<file path="config.mk">
export PLATFORM = sky130hd
export DESIGN_NAME = rr_resource_scheduler
export DESIGN_NICKNAME = d
export VERILOG_FILES = /design/src/rtl/rr_sched_pkg.sv /design/src/rtl/rr_pick.sv /design/src/rtl/rr_resource_scheduler.sv
export SDC_FILE = /design/constraint.sdc
export NUM_CORES = 1
export LEC_CHECK = 0
export ABC_AREA = 1
export BUFFER_PORTS_ARGS = -buffer_cell sky130_fd_sc_hd__buf_2
export CAP_MARGIN = 20
export CORE_MARGIN = 2
export CORE_UTILIZATION = 30
export CTS_CLUSTER_SIZE = 16
export DETAILED_ROUTE_END_ITERATION = 10
export PLACE_DENSITY = 0.52
export SYNTH_ARGS = -nofsm -noshare
export SYNTH_HDL_FRONTEND = slang
export SYNTH_SLANG_ARGS = --single-unit
</file>
<file path="constraint.sdc">
create_clock -name i_clk -period 1.32 [get_ports i_clk]
set_clock_uncertainty 0.15 [all_clocks]
set_input_delay 0.264 -clock i_clk [delete_from_list [all_inputs] [get_ports i_clk]]
set_output_delay 0.264 -clock i_clk [all_outputs]
set_load 0.02 [all_outputs]
</file>
<file path="src/rtl/rr_sched_pkg.sv">
// Shared types, defaults and helpers for the round-robin resource scheduler.
package rr_sched_pkg;

    localparam int unsigned DEF_N    = 4;
    localparam int unsigned DEF_ID_W = 2;

    typedef enum logic [1:0] {
        ST_IDLE    = 2'd0,
        ST_GRANT   = 2'd1,
        ST_RELEASE = 2'd2
    } state_e;

    // Index of the set bit in a one-hot vector (up to 8 lines); zero when none is set.
    function automatic logic [2:0] onehot_to_idx(input logic [7:0] oh);
        logic [2:0] idx;
        idx = '0;
        for (int i = 0; i < 8; i++) begin
            if (oh[i]) begin
                idx = idx | 3'(i);
            end
        end
        return idx;
    endfunction

endpackage

</file>
<file path="src/rtl/rr_pick.sv">
// Combinational circular-priority picker: first set request at or after ptr, wrapping to 0.
module rr_pick
    import rr_sched_pkg::*;
#(
    parameter int unsigned N    = DEF_N,
    parameter int unsigned ID_W = DEF_ID_W
) (
    input  logic [N-1:0]    i_req,
    input  logic [ID_W-1:0] i_ptr,
    output logic [N-1:0]    o_pick_onehot,
    output logic [ID_W-1:0] o_pick_id,
    output logic            o_pick_any
);

    logic [N-1:0] w_mask;
    logic [N-1:0] w_masked;
    logic [N-1:0] w_src;
    logic [7:0]   w_oh_ext;

    always_comb begin
        // Requests at or above ptr win; fall back to the full vector to wrap around.
        w_mask        = ~((N'(1) << i_ptr) - N'(1));
        w_masked      = i_req & w_mask;
        w_src         = (|w_masked) ? w_masked : i_req;
        o_pick_onehot = w_src & (~w_src + N'(1));
        w_oh_ext      = '0;
        w_oh_ext[N-1:0] = o_pick_onehot;
        o_pick_id     = ID_W'(onehot_to_idx(w_oh_ext));
        o_pick_any    = |i_req;
    end

endmodule

</file>
<file path="src/rtl/rr_resource_scheduler.sv">
// Round-robin owner scheduler with request/grant/done handshake and a turnaround gap.
// Define RR_SCHED_TIMEOUT_EN to force-release grants held for MAX_HOLD cycles.
module rr_resource_scheduler
    import rr_sched_pkg::*;
#(
    parameter int unsigned N        = DEF_N,
    parameter int unsigned ID_W     = DEF_ID_W,
    parameter int unsigned MAX_HOLD = 16,
    parameter int unsigned HOLD_W   = 5
) (
    input  logic            i_clk,
    input  logic            i_rst,
    input  logic [N-1:0]    i_req,
    input  logic [N-1:0]    i_done,
    output logic [N-1:0]    o_gnt,
    output logic            o_gnt_valid,
    output logic [ID_W-1:0] o_gnt_id,
    output logic [1:0]      o_state,
    output logic            o_timeout
);

    if (N < 2 || N > 8) begin : g_bad_n
        $error("rr_resource_scheduler: N must be in 2..8");
    end
    if (ID_W != $clog2(N)) begin : g_bad_id_w
        $error("rr_resource_scheduler: ID_W must equal clog2(N)");
    end
    if (HOLD_W < $clog2(MAX_HOLD + 1) || MAX_HOLD < 2) begin : g_bad_hold
        $error("rr_resource_scheduler: HOLD_W too narrow or MAX_HOLD too small");
    end

    state_e          r_state;
    logic [N-1:0]    r_gnt;
    logic            r_gnt_valid;
    logic [ID_W-1:0] r_gnt_id;
    logic [ID_W-1:0] r_ptr;

    logic [N-1:0]    w_pick_onehot;
    logic [ID_W-1:0] w_pick_id;
    logic            w_pick_any;
    logic            w_release;
    logic [ID_W-1:0] w_next_ptr;

    rr_pick #(
        .N    (N),
        .ID_W (ID_W)
    ) u_pick (
        .i_req         (i_req),
        .i_ptr         (r_ptr),
        .o_pick_onehot (w_pick_onehot),
        .o_pick_id     (w_pick_id),
        .o_pick_any    (w_pick_any)
    );

    // Done and abandon by the owner are the same normal release.
    assign w_release  = i_done[r_gnt_id] | ~i_req[r_gnt_id];
    assign w_next_ptr = (r_gnt_id == ID_W'(N - 1)) ? '0 : r_gnt_id + ID_W'(1);

`ifdef RR_SCHED_TIMEOUT_EN
    logic [HOLD_W-1:0] r_hold;
    logic              r_timeout;

    always_ff @(posedge i_clk) begin
        if (i_rst) begin
            r_hold    <= '0;
            r_timeout <= 1'b0;
        end else begin
            r_timeout <= 1'b0;
            if (r_state == ST_GRANT) begin
                if (!w_release && r_hold == HOLD_W'(MAX_HOLD - 1)) begin
                    r_timeout <= 1'b1;
                end
                r_hold <= r_hold + HOLD_W'(1);
            end else begin
                r_hold <= '0;
            end
        end
    end

    assign o_timeout = r_timeout;
`else
    assign o_timeout = 1'b0;
`endif

    always_ff @(posedge i_clk) begin
        if (i_rst) begin
            r_state     <= ST_IDLE;
            r_gnt       <= '0;
            r_gnt_valid <= 1'b0;
            r_gnt_id    <= '0;
            r_ptr       <= '0;
        end else begin
            case (r_state)
                ST_IDLE, ST_RELEASE: begin
                    if (w_pick_any) begin
                        r_state     <= ST_GRANT;
                        r_gnt       <= w_pick_onehot;
                        r_gnt_valid <= 1'b1;
                        r_gnt_id    <= w_pick_id;
                    end else begin
                        r_state     <= ST_IDLE;
                    end
                end
                ST_GRANT: begin
`ifdef RR_SCHED_TIMEOUT_EN
                    if (w_release || r_hold == HOLD_W'(MAX_HOLD - 1)) begin
`else
                    if (w_release) begin
`endif
                        r_state     <= ST_RELEASE;
                        r_gnt       <= '0;
                        r_gnt_valid <= 1'b0;
                        r_ptr       <= w_next_ptr;
                    end
                end
                default: begin
                    r_state     <= ST_IDLE;
                    r_gnt       <= '0;
                    r_gnt_valid <= 1'b0;
                end
            endcase
        end
    end

    assign o_gnt       = r_gnt;
    assign o_gnt_valid = r_gnt_valid;
    assign o_gnt_id    = r_gnt_id;
    assign o_state     = r_state;

endmodule

</file>
==> flow_summary.yaml <==
status:
  status: "finished clean"
clock_tree:
  cts.clk_slew.worst_paths_ns: 0.07
  cts_sinks: 11
  cts_tree: "yes"
  cts_buffers: 3
  ctsHtreeMaxLevel: 1
  clock_path_buffers: 2
  cts-hold-fix-buffers: 0
  clock-root-buffer: "clkbuf_4"
  clock_insertion_delay_worst_skew_ns: 0.27
final_layout:
  final_core_util_pct: 42.9
  drive_gt1_share_pct: 52.2
  area_growth_pct: 31.5
  fill_cells: 229
  fin_area_um2: 867
  diodes: 0
  layout.nets: 127
min_path:
  min_path_cells: 2
  min_from: "i_rst"
  min_to: "o_gnt[2]$_SDFFE_PP0P_"
  min_path_type: "input pin to flop"
synth:
  syn_area_um2: 659
  async_flop_share_pct: 0
  synth-compound-area-share_pct: 10.8
  synth-simple-area-share_pct: 43.6
  ys_seq_area_share_pct: 33.4
  synth_cell_types: 24
  synth_xor_area_share_pct: 0
  synth_seq_cells: 11
  ys_warn_count: 0
  syn_area_per_cell_um2: 7.09
  synthAdderAreaFrac_pct: 1.90
  synth_top_family_by_area: "simple AND/OR/NAND/NOR gates"
  synthMuxAreaShare_pct: 0
  synth_ff_type: "dfxtp_1"
  synthCells: 93
  synthesis.nets: 104
  synth_edf_count: 0
setup_path:
  path_max_fanout: 4
  arrival_ns: 1.37
  critical_path.endpoint_type: "flop"
  critPathKind: "flop to flop"
  required_ns: 1.38
  rr_endpoint: "o_gnt_id[0]$_SDFFE_PP0P_"
  cp-start-kind: "flop"
  r2r_setup_slack_ns: 0.01
  reg2reg_from: "r_ptr[1]$_SDFFE_PP0P_"
  worstRegToRegCells: 10
global_routing:
  grt_usage_pct: 13.3
  grt_overflow: 0
  grt_pass1_wl_um: 2490
  antenna_found_initial: 0
  grt_pass1_vias: 570
  grt_max_degree: 12
route:
  drt_first_pass_iters: 4
  drt-total-wl_um: 1620
  wl_per_cell_um: 11.4
  via_per_inst: 4.56
  drc: 0
  num_vias: 647
  ant_nets: 0
  drt-initial-drc-count: 13
timing:
  rsz0062_at_grt: "yes"
  max_freq_ghz: 0.764
  period_share_pct: 99.2
  layout_setup_ws_ns: 0.0107
  setup_tns_ns: 0
  final.min_clock_period_ns: 1.31
  final-setup-viol-count: 0
  hold_violations: 0
  drv_slew: 0
floorplan:
  core_mm2: 0.00202
  rows: 16
  pin_count: 20
  fp.dieW_um: 50.9
  die_height_um: 50.9
  die-area_mm2: 0.00259
  start_util_pct: 32.6
run:
  cap_violations: 0
power:
  ir_drop_mv: 0.500
  comb_power_share_pct: 31.0
  clkPwrFrac_pct: 26.1
  pwr-share-seq_pct: 42.9
  p_switching_uw: 323
  internal_power_uw: 587
  p_leak_uw: 0.000426
  switching_share_pct: 35.5
  powerDensity_mw_per_mm2: 1050
place:
  dpl.hpwl_um: 1150
  portBuffers: 18
  gp_congestion: 0.772
  placed_area_um2: 783
  dp_slack_ns: 0.00409
-- worst max-delay path by stage --
stage,start,to
floorplan,o_state[0]$_SDFFE_PP0P_,o_gnt[2]$_SDFFE_PP0P_
CTS,r_ptr[1]$_SDFFE_PP0P_,o_gnt_id[0]$_SDFFE_PP0P_
finish,r_ptr[1]$_SDFFE_PP0P_,o_gnt_id[0]$_SDFFE_PP0P_
global placement,i_req[3],o_gnt_id[0]$_SDFFE_PP0P_
global route,r_ptr[1]$_SDFFE_PP0P_,o_gnt_id[0]$_SDFFE_PP0P_
detailed placement,r_ptr[1]$_SDFFE_PP0P_,o_gnt_id[1]$_SDFFE_PP0P_
-- power groups by stage --
stage	clock, uW	sequential (uW)	combinational [uW]
final	237	391	282
after global placement	0	392	258
after CTS	251	386	261
after global routing	273	396	311
after floorplan	0	416	159
after detailed placement	0	393	258
-- layout make-up --
type | instances | area (um2) | area share, %
Sequential cell | 11 | 230 | 26.6
Inverter | 14 | 52.6 | 6.06
Timing Repair Buffer | 20 | 105 | 12.1
Tap cell | 27 | 33.8 | 3.90
Clock buffer | 4 | 26.3 | 3.03
Multi-Input combinational cell | 66 | 419 | 48.3
-- metrics by stage --
| stage | instances | power [uW] | hold WS [ns] |
|---|---|---|---|
| 3_5_place_dp | 137 | 651 | 0.304 |
| 2_1_floorplan | 93 | 575 | 0.280 |
| 5_1_grt | 142 | 980 | 0.152 |
| 3_3_place_gp | 137 | 650 | 0.302 |
| 4_1_cts | 141 | 898 | 0.143 |
| 6_report | 142 | 911 | 0.155 |
-- sequential cells by signal, summed over array words and instances (netlist names) --
name / cells
o_gnt: 4
o_gnt_id: 2
o_gnt_valid: 1
o_state: 2
r_ptr: 2
-- routing by layer --
metal / track usage (%) / routed length, um / up-vias
met2: 20.0 / 757 / 11
met5: 0 / 0 / -
met1: 16.4 / 762 / 296
li1: - / - / 336
met3: 2.63 / 42 / 4
met4: 10.8 / 56 / 0
-- cells in the final DEF, fill, tap and decap left out, drive strengths merged --
cell	instances
buf	20
inv	14
ha	1
nand2	26
nor2	13
nand4	2
clkbuf	4
o21bai	1
nand3b	2
dfxtp	11
nand3	10
a21oi	8
a21boi	1
conb	1
o21ai	1
-- kinds of logic (layout without fill, tap and decap cells) --
logic type               Yosys count  in the layout
other                              1              1
flip-flops                        11             11
adder cells (fa/ha/maj)            1              1
AND/OR/NAND/NOR                   53             53
AO/OA/AOI/OAI                     11             11
buffers and inverters             16             38
-- critical path: stages, from the launching register on --
cell	delay, ns
dfxtp_4	0.37
inv_2	0.05
nand2_4	0.09
nand2_2	0.05
nor2_2	0.11
nand2_2	0.07
nand2_2	0.07
inv_1	0.04
nor2_1	0.10
nor2_1	0.05
nor2_1	0.08
-- cell usage after synthesis, types with 2 or more instances --
cell type | n | share of area, %
nand3_2 | 2 | 3.0
nor2_2 | 3 | 2.8
nor2_1 | 10 | 5.7
a21oi_1 | 6 | 4.6
inv_1 | 11 | 6.3
nand2_1 | 17 | 9.7
dfxtp_1 | 11 | 33
inv_2 | 2 | 1.1
nand3_1 | 8 | 6.1
a21oi_2 | 2 | 2.7
nand2_2 | 8 | 7.6
-- timing repair --
| item | in CTS | in global routing |
|---|---|---|
| pin swaps | 0 | 3 |
| setup endpoints to repair | 3 | 8 |
| buffers inserted | 0 | 1 |
| resized for setup | 2 | 16 |
Power figures use the tool's default switching activity.
